===== src/rtl/apb_rr_requester_pkg.sv =====
// Shared types and constants for the round-robin APB requester.
// The FSM encoding and the response status codes live here so every file agrees on them.
package apb_rr_requester_pkg;

  typedef enum logic [1:0] {
    IDLE   = 2'd0,
    SETUP  = 2'd1,
    ACCESS = 2'd2
  } apb_req_state_t;

  localparam logic APB_OKAY = 1'b0;
  localparam logic APB_ERR  = 1'b1;

endpackage


===== src/rtl/apb_rr_requester_if.sv =====
// Bundles the client command/response ports and the APB completer port of the requester.
// The master modport is the requester's view; the slave modport is the environment's view.
interface apb_rr_requester_if #(
  parameter int ADDR_WIDTH = 32,
  parameter int DATA_WIDTH = 32,
  parameter int NUM_REQ    = 2
);

  logic [NUM_REQ-1:0]            req_valid;
  logic [NUM_REQ-1:0]            req_ready;
  logic [NUM_REQ*ADDR_WIDTH-1:0] req_addr;
  logic [NUM_REQ-1:0]            req_write;
  logic [NUM_REQ*DATA_WIDTH-1:0] req_wdata;
  logic [NUM_REQ-1:0]            rsp_valid;
  logic [DATA_WIDTH-1:0]         rsp_rdata;
  logic                          rsp_err;

  logic [ADDR_WIDTH-1:0]         PADDR;
  logic                          PWRITE;
  logic [DATA_WIDTH-1:0]         PWDATA;
  logic                          PSEL;
  logic                          PENABLE;
  logic [DATA_WIDTH-1:0]         PRDATA;
  logic                          PREADY;
  logic                          PSLVERR;

  modport master (
    input  req_valid, req_addr, req_write, req_wdata, PRDATA, PREADY, PSLVERR,
    output req_ready, rsp_valid, rsp_rdata, rsp_err, PADDR, PWRITE, PWDATA, PSEL, PENABLE
  );

  modport slave (
    output req_valid, req_addr, req_write, req_wdata, PRDATA, PREADY, PSLVERR,
    input  req_ready, rsp_valid, rsp_rdata, rsp_err, PADDR, PWRITE, PWDATA, PSEL, PENABLE
  );

endinterface


===== src/rtl/apb_rr_requester_rr_arbiter.sv =====
// Combinational round-robin pick: the first asserted request at or after ptr, wrapping.
// The pointer register itself is owned by the parent.
module rr_arbiter #(
  parameter int N = 2
) (
  input  logic [N-1:0]         req,
  input  logic [$clog2(N)-1:0] ptr,
  output logic [N-1:0]         gnt,
  output logic [$clog2(N)-1:0] gnt_idx
);

  localparam int IW = $clog2(N);

  // Scan from the farthest offset down so the closest request to ptr is the last one written.
  always_comb begin
    int idx;
    idx     = 0;
    gnt     = '0;
    gnt_idx = '0;
    for (int off = N - 1; off >= 0; off--) begin
      idx = int'(ptr) + off;
      if (idx >= N) idx = idx - N;
      if (req[IW'(idx)]) begin
        gnt          = '0;
        gnt[IW'(idx)] = 1'b1;
        gnt_idx      = IW'(idx);
      end
    end
  end

endmodule


===== src/rtl/apb_rr_requester.sv =====
// APB requester shared by NUM_REQ clients: round-robin grant, SETUP/ACCESS sequencing,
// one-cycle response pulse to the granted client, and abort of transfers the completer never finishes.
module apb_rr_requester
  import apb_rr_requester_pkg::*;
#(
  parameter int ADDR_WIDTH = 32,
  parameter int DATA_WIDTH = 32,
  parameter int NUM_REQ    = 2,
  parameter int TIMEOUT    = 16
) (
  input logic                PCLK,
  input logic                PRESETn,
  apb_rr_requester_if.master bus
);

  localparam int IW = $clog2(NUM_REQ);
  localparam int CW = $clog2(TIMEOUT + 1);

  apb_req_state_t        state_q, state_d;
  logic [IW-1:0]         ptr_q, ptr_d;
  logic [IW-1:0]         owner_q, owner_d;
  logic [ADDR_WIDTH-1:0] paddr_q, paddr_d;
  logic                  pwrite_q, pwrite_d;
  logic [DATA_WIDTH-1:0] pwdata_q, pwdata_d;
  logic [CW-1:0]         tcnt_q, tcnt_d;
  logic [CW-1:0]         tcnt_inc;
  logic [NUM_REQ-1:0]    rsp_valid_q, rsp_valid_d;
  logic [DATA_WIDTH-1:0] rsp_rdata_q, rsp_rdata_d;
  logic                  rsp_err_q, rsp_err_d;
  logic [NUM_REQ-1:0]    gnt;
  logic [IW-1:0]         gnt_idx;

  rr_arbiter #(.N(NUM_REQ)) u_arb (
    .req     (bus.req_valid),
    .ptr     (ptr_q),
    .gnt     (gnt),
    .gnt_idx (gnt_idx)
  );

  assign tcnt_inc = tcnt_q + 1'b1;

  always_comb begin
    state_d     = state_q;
    ptr_d       = ptr_q;
    owner_d     = owner_q;
    paddr_d     = paddr_q;
    pwrite_d    = pwrite_q;
    pwdata_d    = pwdata_q;
    tcnt_d      = tcnt_q;
    rsp_valid_d = '0;
    rsp_rdata_d = rsp_rdata_q;
    rsp_err_d   = rsp_err_q;
    case (state_q)
      IDLE: begin
        if (|bus.req_valid) begin
          state_d  = SETUP;
          owner_d  = gnt_idx;
          ptr_d    = (gnt_idx == IW'(NUM_REQ - 1)) ? '0 : gnt_idx + 1'b1;
          paddr_d  = bus.req_addr[gnt_idx*ADDR_WIDTH +: ADDR_WIDTH];
          pwrite_d = bus.req_write[gnt_idx];
          pwdata_d = bus.req_wdata[gnt_idx*DATA_WIDTH +: DATA_WIDTH];
          tcnt_d   = '0;
        end
      end
      SETUP: state_d = ACCESS;
      ACCESS: begin
        // PSLVERR only means something in the cycle PREADY is high.
        if (bus.PREADY) begin
          state_d     = IDLE;
          tcnt_d      = '0;
          rsp_valid_d = NUM_REQ'(1) << owner_q;
          rsp_rdata_d = (pwrite_q || bus.PSLVERR) ? '0 : bus.PRDATA;
          rsp_err_d   = bus.PSLVERR ? APB_ERR : APB_OKAY;
        end else if (tcnt_inc == CW'(TIMEOUT)) begin
          state_d     = IDLE;
          tcnt_d      = '0;
          rsp_valid_d = NUM_REQ'(1) << owner_q;
          rsp_rdata_d = '0;
          rsp_err_d   = APB_ERR;
        end else begin
          tcnt_d = tcnt_inc;
        end
      end
      default: state_d = IDLE;
    endcase
  end

  always_ff @(posedge PCLK or negedge PRESETn) begin
    if (!PRESETn) begin
      state_q     <= IDLE;
      ptr_q       <= '0;
      owner_q     <= '0;
      paddr_q     <= '0;
      pwrite_q    <= 1'b0;
      pwdata_q    <= '0;
      tcnt_q      <= '0;
      rsp_valid_q <= '0;
      rsp_rdata_q <= '0;
      rsp_err_q   <= 1'b0;
    end else begin
      state_q     <= state_d;
      ptr_q       <= ptr_d;
      owner_q     <= owner_d;
      paddr_q     <= paddr_d;
      pwrite_q    <= pwrite_d;
      pwdata_q    <= pwdata_d;
      tcnt_q      <= tcnt_d;
      rsp_valid_q <= rsp_valid_d;
      rsp_rdata_q <= rsp_rdata_d;
      rsp_err_q   <= rsp_err_d;
    end
  end

  assign bus.req_ready = (state_q == IDLE) ? gnt : '0;
  assign bus.PSEL      = (state_q != IDLE);
  assign bus.PENABLE   = (state_q == ACCESS);
  assign bus.PADDR     = paddr_q;
  assign bus.PWRITE    = pwrite_q;
  assign bus.PWDATA    = pwdata_q;
  assign bus.rsp_valid = rsp_valid_q;
  assign bus.rsp_rdata = rsp_rdata_q;
  assign bus.rsp_err   = rsp_err_q;

endmodule


===== src/flat_wrapper.sv =====
// flat-port wrapper written by rule: the top's interface ports become plain ports
module apb_rr_requester_flat import apb_rr_requester_pkg::*;
#(
  parameter int ADDR_WIDTH = 32,
  parameter int DATA_WIDTH = 32,
  parameter int NUM_REQ    = 2,
  parameter int TIMEOUT    = 16
)
  (PCLK, PRESETn, bus_req_valid, bus_req_addr, bus_req_write, bus_req_wdata, bus_PRDATA, bus_PREADY, bus_PSLVERR, bus_req_ready, bus_rsp_valid, bus_rsp_rdata, bus_rsp_err, bus_PADDR, bus_PWRITE, bus_PWDATA, bus_PSEL, bus_PENABLE);
  apb_rr_requester_if #(.ADDR_WIDTH(ADDR_WIDTH), .DATA_WIDTH(DATA_WIDTH), .NUM_REQ(NUM_REQ)) bus_i ();
  input logic PCLK;
  input logic PRESETn;
  input wire logic [$bits(bus_i.req_valid)-1:0] bus_req_valid;
  input wire logic [$bits(bus_i.req_addr)-1:0] bus_req_addr;
  input wire logic [$bits(bus_i.req_write)-1:0] bus_req_write;
  input wire logic [$bits(bus_i.req_wdata)-1:0] bus_req_wdata;
  input wire logic [$bits(bus_i.PRDATA)-1:0] bus_PRDATA;
  input wire logic [$bits(bus_i.PREADY)-1:0] bus_PREADY;
  input wire logic [$bits(bus_i.PSLVERR)-1:0] bus_PSLVERR;
  output wire logic [$bits(bus_i.req_ready)-1:0] bus_req_ready;
  output wire logic [$bits(bus_i.rsp_valid)-1:0] bus_rsp_valid;
  output wire logic [$bits(bus_i.rsp_rdata)-1:0] bus_rsp_rdata;
  output wire logic [$bits(bus_i.rsp_err)-1:0] bus_rsp_err;
  output wire logic [$bits(bus_i.PADDR)-1:0] bus_PADDR;
  output wire logic [$bits(bus_i.PWRITE)-1:0] bus_PWRITE;
  output wire logic [$bits(bus_i.PWDATA)-1:0] bus_PWDATA;
  output wire logic [$bits(bus_i.PSEL)-1:0] bus_PSEL;
  output wire logic [$bits(bus_i.PENABLE)-1:0] bus_PENABLE;
  assign bus_i.req_valid = bus_req_valid;
  assign bus_i.req_addr = bus_req_addr;
  assign bus_i.req_write = bus_req_write;
  assign bus_i.req_wdata = bus_req_wdata;
  assign bus_i.PRDATA = bus_PRDATA;
  assign bus_i.PREADY = bus_PREADY;
  assign bus_i.PSLVERR = bus_PSLVERR;
  assign bus_req_ready = bus_i.req_ready;
  assign bus_rsp_valid = bus_i.rsp_valid;
  assign bus_rsp_rdata = bus_i.rsp_rdata;
  assign bus_rsp_err = bus_i.rsp_err;
  assign bus_PADDR = bus_i.PADDR;
  assign bus_PWRITE = bus_i.PWRITE;
  assign bus_PWDATA = bus_i.PWDATA;
  assign bus_PSEL = bus_i.PSEL;
  assign bus_PENABLE = bus_i.PENABLE;
  apb_rr_requester #(.ADDR_WIDTH(ADDR_WIDTH), .DATA_WIDTH(DATA_WIDTH), .NUM_REQ(NUM_REQ), .TIMEOUT(TIMEOUT)) u_core (.PCLK(PCLK), .PRESETn(PRESETn), .bus(bus_i));
endmodule

===== config.mk =====
export PLATFORM = sky130hd
export DESIGN_NAME = apb_rr_requester_flat
export DESIGN_NICKNAME = d
export VERILOG_FILES = /design/src/rtl/apb_rr_requester_pkg.sv /design/src/rtl/apb_rr_requester_if.sv /design/src/rtl/apb_rr_requester_rr_arbiter.sv /design/src/rtl/apb_rr_requester.sv /design/src/flat_wrapper.sv
export SDC_FILE = /design/constraint.sdc
export NUM_CORES = 1
export LEC_CHECK = 0
export BUFFER_PORTS_ARGS = -buffer_cell sky130_fd_sc_hd__buf_2
export CAP_MARGIN = 40
export CORE_AREA = 2 2 107 109
export DETAILED_ROUTE_END_ITERATION = 6
export DIE_AREA = 0 0 109 111
export PLACE_DENSITY_LB_ADDON = 0.08
export SLEW_MARGIN = 30
export SYNTH_ARGS = -nofsm -noshare
export SYNTH_HDL_FRONTEND = slang
export SYNTH_HIERARCHICAL = 1
export SYNTH_SLANG_ARGS = --single-unit

===== constraint.sdc =====
create_clock -name PCLK -period 2.4 [get_ports PCLK]
set_input_delay 0.72 -clock PCLK [delete_from_list [all_inputs] [get_ports PCLK]]
set_output_delay 0.72 -clock PCLK [all_outputs]
set_load 0.05 [all_outputs]

Word-level counts from Yosys, hierarchy flattened
Index checks and enable logic that the tools add are counted.
{"block": "totals", "in_bits": 168, "out_inout_bits": 104, "ff_bits": 109, "elab_cells": 77}
{"block": "classes", "shifts": 3, "n_reduce_logical": 12, "add_sub_neg": 5, "muxes": 35, "eq_ne": 5, "order_cmp": 7}
{"operator": "variable part select 64 x 7 -> 32 bit", "n": 2}
{"operator": "two-way mux 32 bit", "n": 3}
{"operator": "two-way mux 2 bit", "n": 9}
{"operator": "two-way mux 1 bit", "n": 16}
{"operator": "two-way mux 5 bit", "n": 3}
{"operator": "case mux 5 bit (2 select lines)", "n": 1}
{"operator": "AND reduction 2 bit", "n": 4}
{"operator": "< comparator 1 x 3 -> 1 bit, second input constant", "n": 2}
{"operator": "case mux 2 bit (3 select lines)", "n": 1}
{"operator": "nonzero test 2 bit", "n": 3}
{"operator": "adder 5 x 1 -> 5 bit, second input constant", "n": 1}
{"operator": "== test 5 bit, second input constant", "n": 1}
{"operator": "inequality test 3 x 2 -> 1 bit, second input constant", "n": 1}
{"operator": "adder 1 x 1 -> 2 bit, second input constant", "n": 1}
{"operator": "demux 1 bit (select 1 bit)", "n": 2}
{"operator": "== test 2 x 1 -> 1 bit, second input constant", "n": 1}
{"operator": "== test 2 bit, second input constant", "n": 1}
{"operator": ">= comparator 1 bit, second input constant", "n": 2}
{"operator": ">= comparator 1 x 2 -> 1 bit, second input constant", "n": 1}
{"operator": ">= comparator 2 bit, second input constant", "n": 1}
{"operator": "logical AND 1 bit", "n": 2}
{"operator": "logical NOT 2 bit", "n": 1}
{"operator": "< comparator 1 x 2 -> 1 bit, second input constant", "n": 1}
{"operator": "inequality test 2 x 1 -> 1 bit, second input constant", "n": 1}
{"operator": "other kinds (5)", "n": 6}

Logic depth before layout (Yosys ltp)
{"block": "depth", "word_depth": 10, "mapped_depth": 6, "mapped_depth_nobuf": 5}

By module
Netlist, hierarchy kept.
{"module": "apb_rr_requester", "n_inst": 1, "area_each_um2": 4775.8, "cells_per_inst": 419}
{"module": "rr_arbiter", "n_inst": 1, "area_each_um2": 27.5, "cells_per_inst": 4}

Least setup slack after synthesis
No wires, ideal clock.
{"block": "synth_path", "kind": "input-to-output", "start": "input port bus_req_valid[0]", "end": "output port bus_req_ready[0]", "t_required_ps": 1680, "t_arrival_ps": 1245, "stages": 2, "slack_ps": 435, "cell_sequence": "and2b_2 and2_1"}
{"block": "synth_between", "elab_chain_len": 5, "word_cells_on_any_way": 7, "classes_between": "7 x mux"}
{"item": "start: declaration", "line": "flat_wrapper.sv:13", "rtl": "input wire logic [$bits(bus_i.req_valid)-1:0] bus_req_valid;"}
{"item": "two-way mux 1 bit (not written as such) (2 in series)", "line": "apb_rr_requester_rr_arbiter.sv:23", "rtl": "if (req[IW'(idx)]) begin"}
{"item": "two-way mux 2 bit", "line": "apb_rr_requester_rr_arbiter.sv:23"}
{"item": "two-way mux 2 bit *", "line": "apb_rr_requester_rr_arbiter.sv:23"}
{"item": "two-way mux 2 bit *", "line": "apb_rr_requester.sv:114", "rtl": "assign bus.req_ready = (state_q == IDLE) ? gnt : '0;"}
{"item": "end: declaration", "line": "flat_wrapper.sv:20", "rtl": "output wire logic [$bits(bus_i.req_ready)-1:0] bus_req_ready;"}
Mark *: on every way between the ends. The rest lies on a longest branch, timed or not. The select of a mux whose other input is x is not followed.

Final worst setup path
{"block": "layout_path", "start": "register u_core.state_q[1]", "end": "output port bus_req_ready[0]"}
{"block": "layout_between", "elab_chain_len": 2}
{"item": "start: declaration", "line": "apb_rr_requester.sv:19", "rtl": "apb_req_state_t state_q, state_d;"}
{"item": "start signal: assignment", "line": "apb_rr_requester.sv:101", "rtl": "state_q <= state_d;"}
{"item": "logical NOT 2 bit", "line": "apb_rr_requester.sv:114"}
{"item": "two-way mux 2 bit", "line": "apb_rr_requester.sv:114"}
Every way passes these cells.

==> results by group <==
Outcome
  – Status: completed

Die
  – Initial Util: 0.434
  – Io pins: 272
  – Site row count: 39
  – Core ar.: 0.0111 sq mm
  – Die Span Y: 111 microns
  – DIE AREA: 0.0121 sq mm
  – Die Width: ~110 microns

Pwr
  – Worst VDD drop: 708 uV
  – Lkg Pwr: 3.45 nW
  – PD cells: about 1600 mW/mm^2

Route
  – DRC: 0
  – Routed WL: 12.4 mm
  – Detail Route Antenna Nets: 0
  – Detailed Routing Iterations Pass 1: 4
  – Initial DRC Count: about 340
  – DR vias: 4098
  – Via density: around 4.9
  – Wire per inst: approximately 15 microns

Worst setup path
  – Cell Chain, Critical Path: nor2_1, and2_1, buf_2
  – CP Data Arrival Time: 1480 ps
  – Required time of the critical path: 1680 ps
  – Critical Path Source Type: flip-flop
  – Slowest cell delay on critical path: about 430 ps
  – CP max-delay cell: dfrtp_1
  – CP Capture Type: output port
  – Critical path class: flip-flop to output port
  – CP max FO: 4

Synth
  – Number of synthesized flops with an enable pin: 0
  – Sequential element share of the synthesized area: 0.568
  – Yosys warnings: 6
  – Syn Inst Count: 423
  – Cell area after synthesis: between 0.004 and 0.005 sq mm
  – Primary FF master, synth: dfrtp_1
  – Synthesized area per cell: roughly 11 sq um
  – Count of different cell masters after synthesis: 39
  – Asr flop ratio synth: 1.00
  – Mapped Nets: 592
  – Register bit count reported by yosys: 109

Clock network
  – Clk sinks: 109
  – CTS Hold Bufs: 0
  – CTS tree: built
  – Clk buf depth: 2
  – Total CTS buffers: 9
  – Skew-Pair Late Insertion Delay: 330 ps
  – Clock tree root buffer cell: clkbuf_16
  – Clock slew at reported path FFs: 70 ps
  – CTS resizes: 0
  – Setup Buffers After CTS: 0
  – H-tree level count: 3

Layout
  – Sequential cell area: approximately 0.0027 sq mm
  – Nets: between 800 and 900
  – Share of cells above drive strength 1: 0.446
  – Post-route cell area: ~0.0066 sq mm
  – Fill cells: between 900 and 1000
  – Synth-to-Final Area Change: 37.7%
  – Multi-input combinational cell area: about 0.0019 sq mm

STA
  – Setup Viol. Count Final: 0
  – Clock skew: 5.94 ps
  – Max Freq: 454 MHz
  – RSZ-0062 raised after global routing: no
  – Final TNS setup: 0 ps
  – Worst hold slack: between 300 and 400 ps
  – Hold Vio Cnt, Final: 0
  – Final min period: 2200 ps
  – Fin. max-slew vios: 0
  – Period utilisation layout: 0.918

Job
  – Max Cap Viol: 0

Global routing
  – Initial antenna violation count: 1
  – First-pass GRT wire length: 19.6 mm
  – Largest net degree at the start of global routing: 135
  – GR Util All Layers: 0.206
  – GRT overflow: 0
  – Number of global-route vias before repair: slightly above 4000

Placed design
  – GPL Wtd Cong: about 0.76
  – DP Area: 0.00626 sq mm
  – Port buffer count: 270
  – Post-detail-place hpwl: 9.54 mm

Hold path
  – Hold Crit Class: primary input to asynchronous set/reset pin
[layout make-up]
type / count / area share
antenna: 1 / 0.000378
clock buffer: 10 / 0.0361
clock inverter: 6 / 0.0166
inverter: 6 / 0.00378
multi-input combinational: 276 / 0.282
sequential: 109 / 0.412
tap: 143 / 0.0270
timing repair buffer: 277 / 0.222
[cells in the final DEF, fill, tap and decap left out, types with 2 or more instances in the layout]
cell type   Yosys  routed
o21ai_0        59      59
nor2_1          3       3
nor3_1          3       3
and2_1          3       3
buf_4           8       3
mux2i_1        65      65
clkbuf_16       0       9
inv_1           5       5
bufinv_16       0       3
buf_12          0       5
dfrtp_1       109     109
a21oi_1         4       4
o21ai_1        13      13
nand2_1        72      72
clkinvlp_4      0       2
a32o_1         32      32
buf_2          12     269
[sequential cells by signal, summed over array words and instances (netlist names)]
| signal | cells |
|---|---|
| u_core/bus.rsp_valid | 2 |
| u_core/state_q | 2 |
| u_core/ptr_q | 1 |
| u_core/bus.rsp_rdata | 32 |
| u_core/bus.PADDR | 32 |
| u_core/bus.rsp_err | 1 |
| u_core/bus.PWRITE | 1 |
| u_core/owner_q | 1 |
| u_core/bus.PWDATA | 32 |
| u_core/tcnt_q | 5 |
[layer usage]
metal,vias to the layer above,part of all wire,GRT usage
met5,-,0,0
met4,0,0.014,0.0641
met3,13,0.10,0.0594
met2,197,0.50,0.352
met1,1870,0.39,0.249
li1,2018,-,-
[critical path, delay by kind of cell, from the launching register on]
kind / cells / cell delay, ps
buffers and inverters: 1 / 250
AND/OR/NAND/NOR: 2 / 460
flip-flops: 1 / 430
[power by group]
| part | leakage [nW] | internal, W | switching (W) |
|---|---|---|---|
| Combinational | 1.90 | 0.00138 | 0.00419 |
| Clock | 0.165 | 0.00105 | 0.000642 |
| Sequential | 1.39 | 0.00264 | 0.000425 |
| Total | 3.45 | 0.00507 | 0.00526 |
[kinds of logic after synthesis]
| family | count (synthesis) | synth area share |
|---|---|---|
| AO/OA/AOI/OAI | 113 | 0.154 |
| other | 1 | 0.000781 |
| buffers and inverters | 38 | 0.0458 |
| flip-flops | 109 | 0.568 |
| AND/OR/NAND/NOR | 95 | 0.0899 |
| adder cells (fa/ha/maj) | 1 | 0.00260 |
| multiplexers | 66 | 0.139 |
[path summary, 6_finish.rpt]
check                                  start  cells after the start                       end  slack [ps]
hold reg to reg               u_core/owner_q                      1   u_core/bus.rsp_valid[0]         470
setup reg to reg            u_core/tcnt_q[0]                      4  u_core/bus.rsp_rdata[27]         670
hold / removal                       PRESETn                      1  u_core/bus.rsp_rdata[11]         340
max in group asynchronous            PRESETn                      2      u_core/bus.PADDR[31]        1470
setup / recovery           u_core/state_q[1]                      3          bus_req_ready[0]         200
min in group PCLK             u_core/owner_q                      1   u_core/bus.rsp_valid[0]         470
[cell usage after synthesis (2+ instances only)]
master,instances,share of area
clkbuf_4,2,0.0031
buf_2,12,0.013
buf_4,8,0.013
nor2_1,3,0.0023
a21oi_1,4,0.0042
buf_6,3,0.0070
inv_1,5,0.0039
nand2_1,72,0.056
nor3_1,3,0.0031
clkbuf_1,7,0.0055
o21ai_0,59,0.061
a32o_1,32,0.067
mux2i_1,65,0.14
o21ai_1,13,0.014
and2_1,3,0.0039
dfrtp_1,109,0.57
[per-stage QoR]
step / setup slack, ps / std cells / total power, W / utilization
final: 196 / 828 / 0.0103 / 0.597
after global routing: 114 / 827 / 0.0109 / 0.597
after CTS: 168 / 827 / 0.0104 / 0.597
after detailed placement: 317 / 811 / 0.00874 / 0.566
after global placement: 321 / 811 / 0.00864 / 0.566
after floorplan: 435 / 423 / 0.00734 / -
Note: power is estimated with default switching activity, not from simulation.
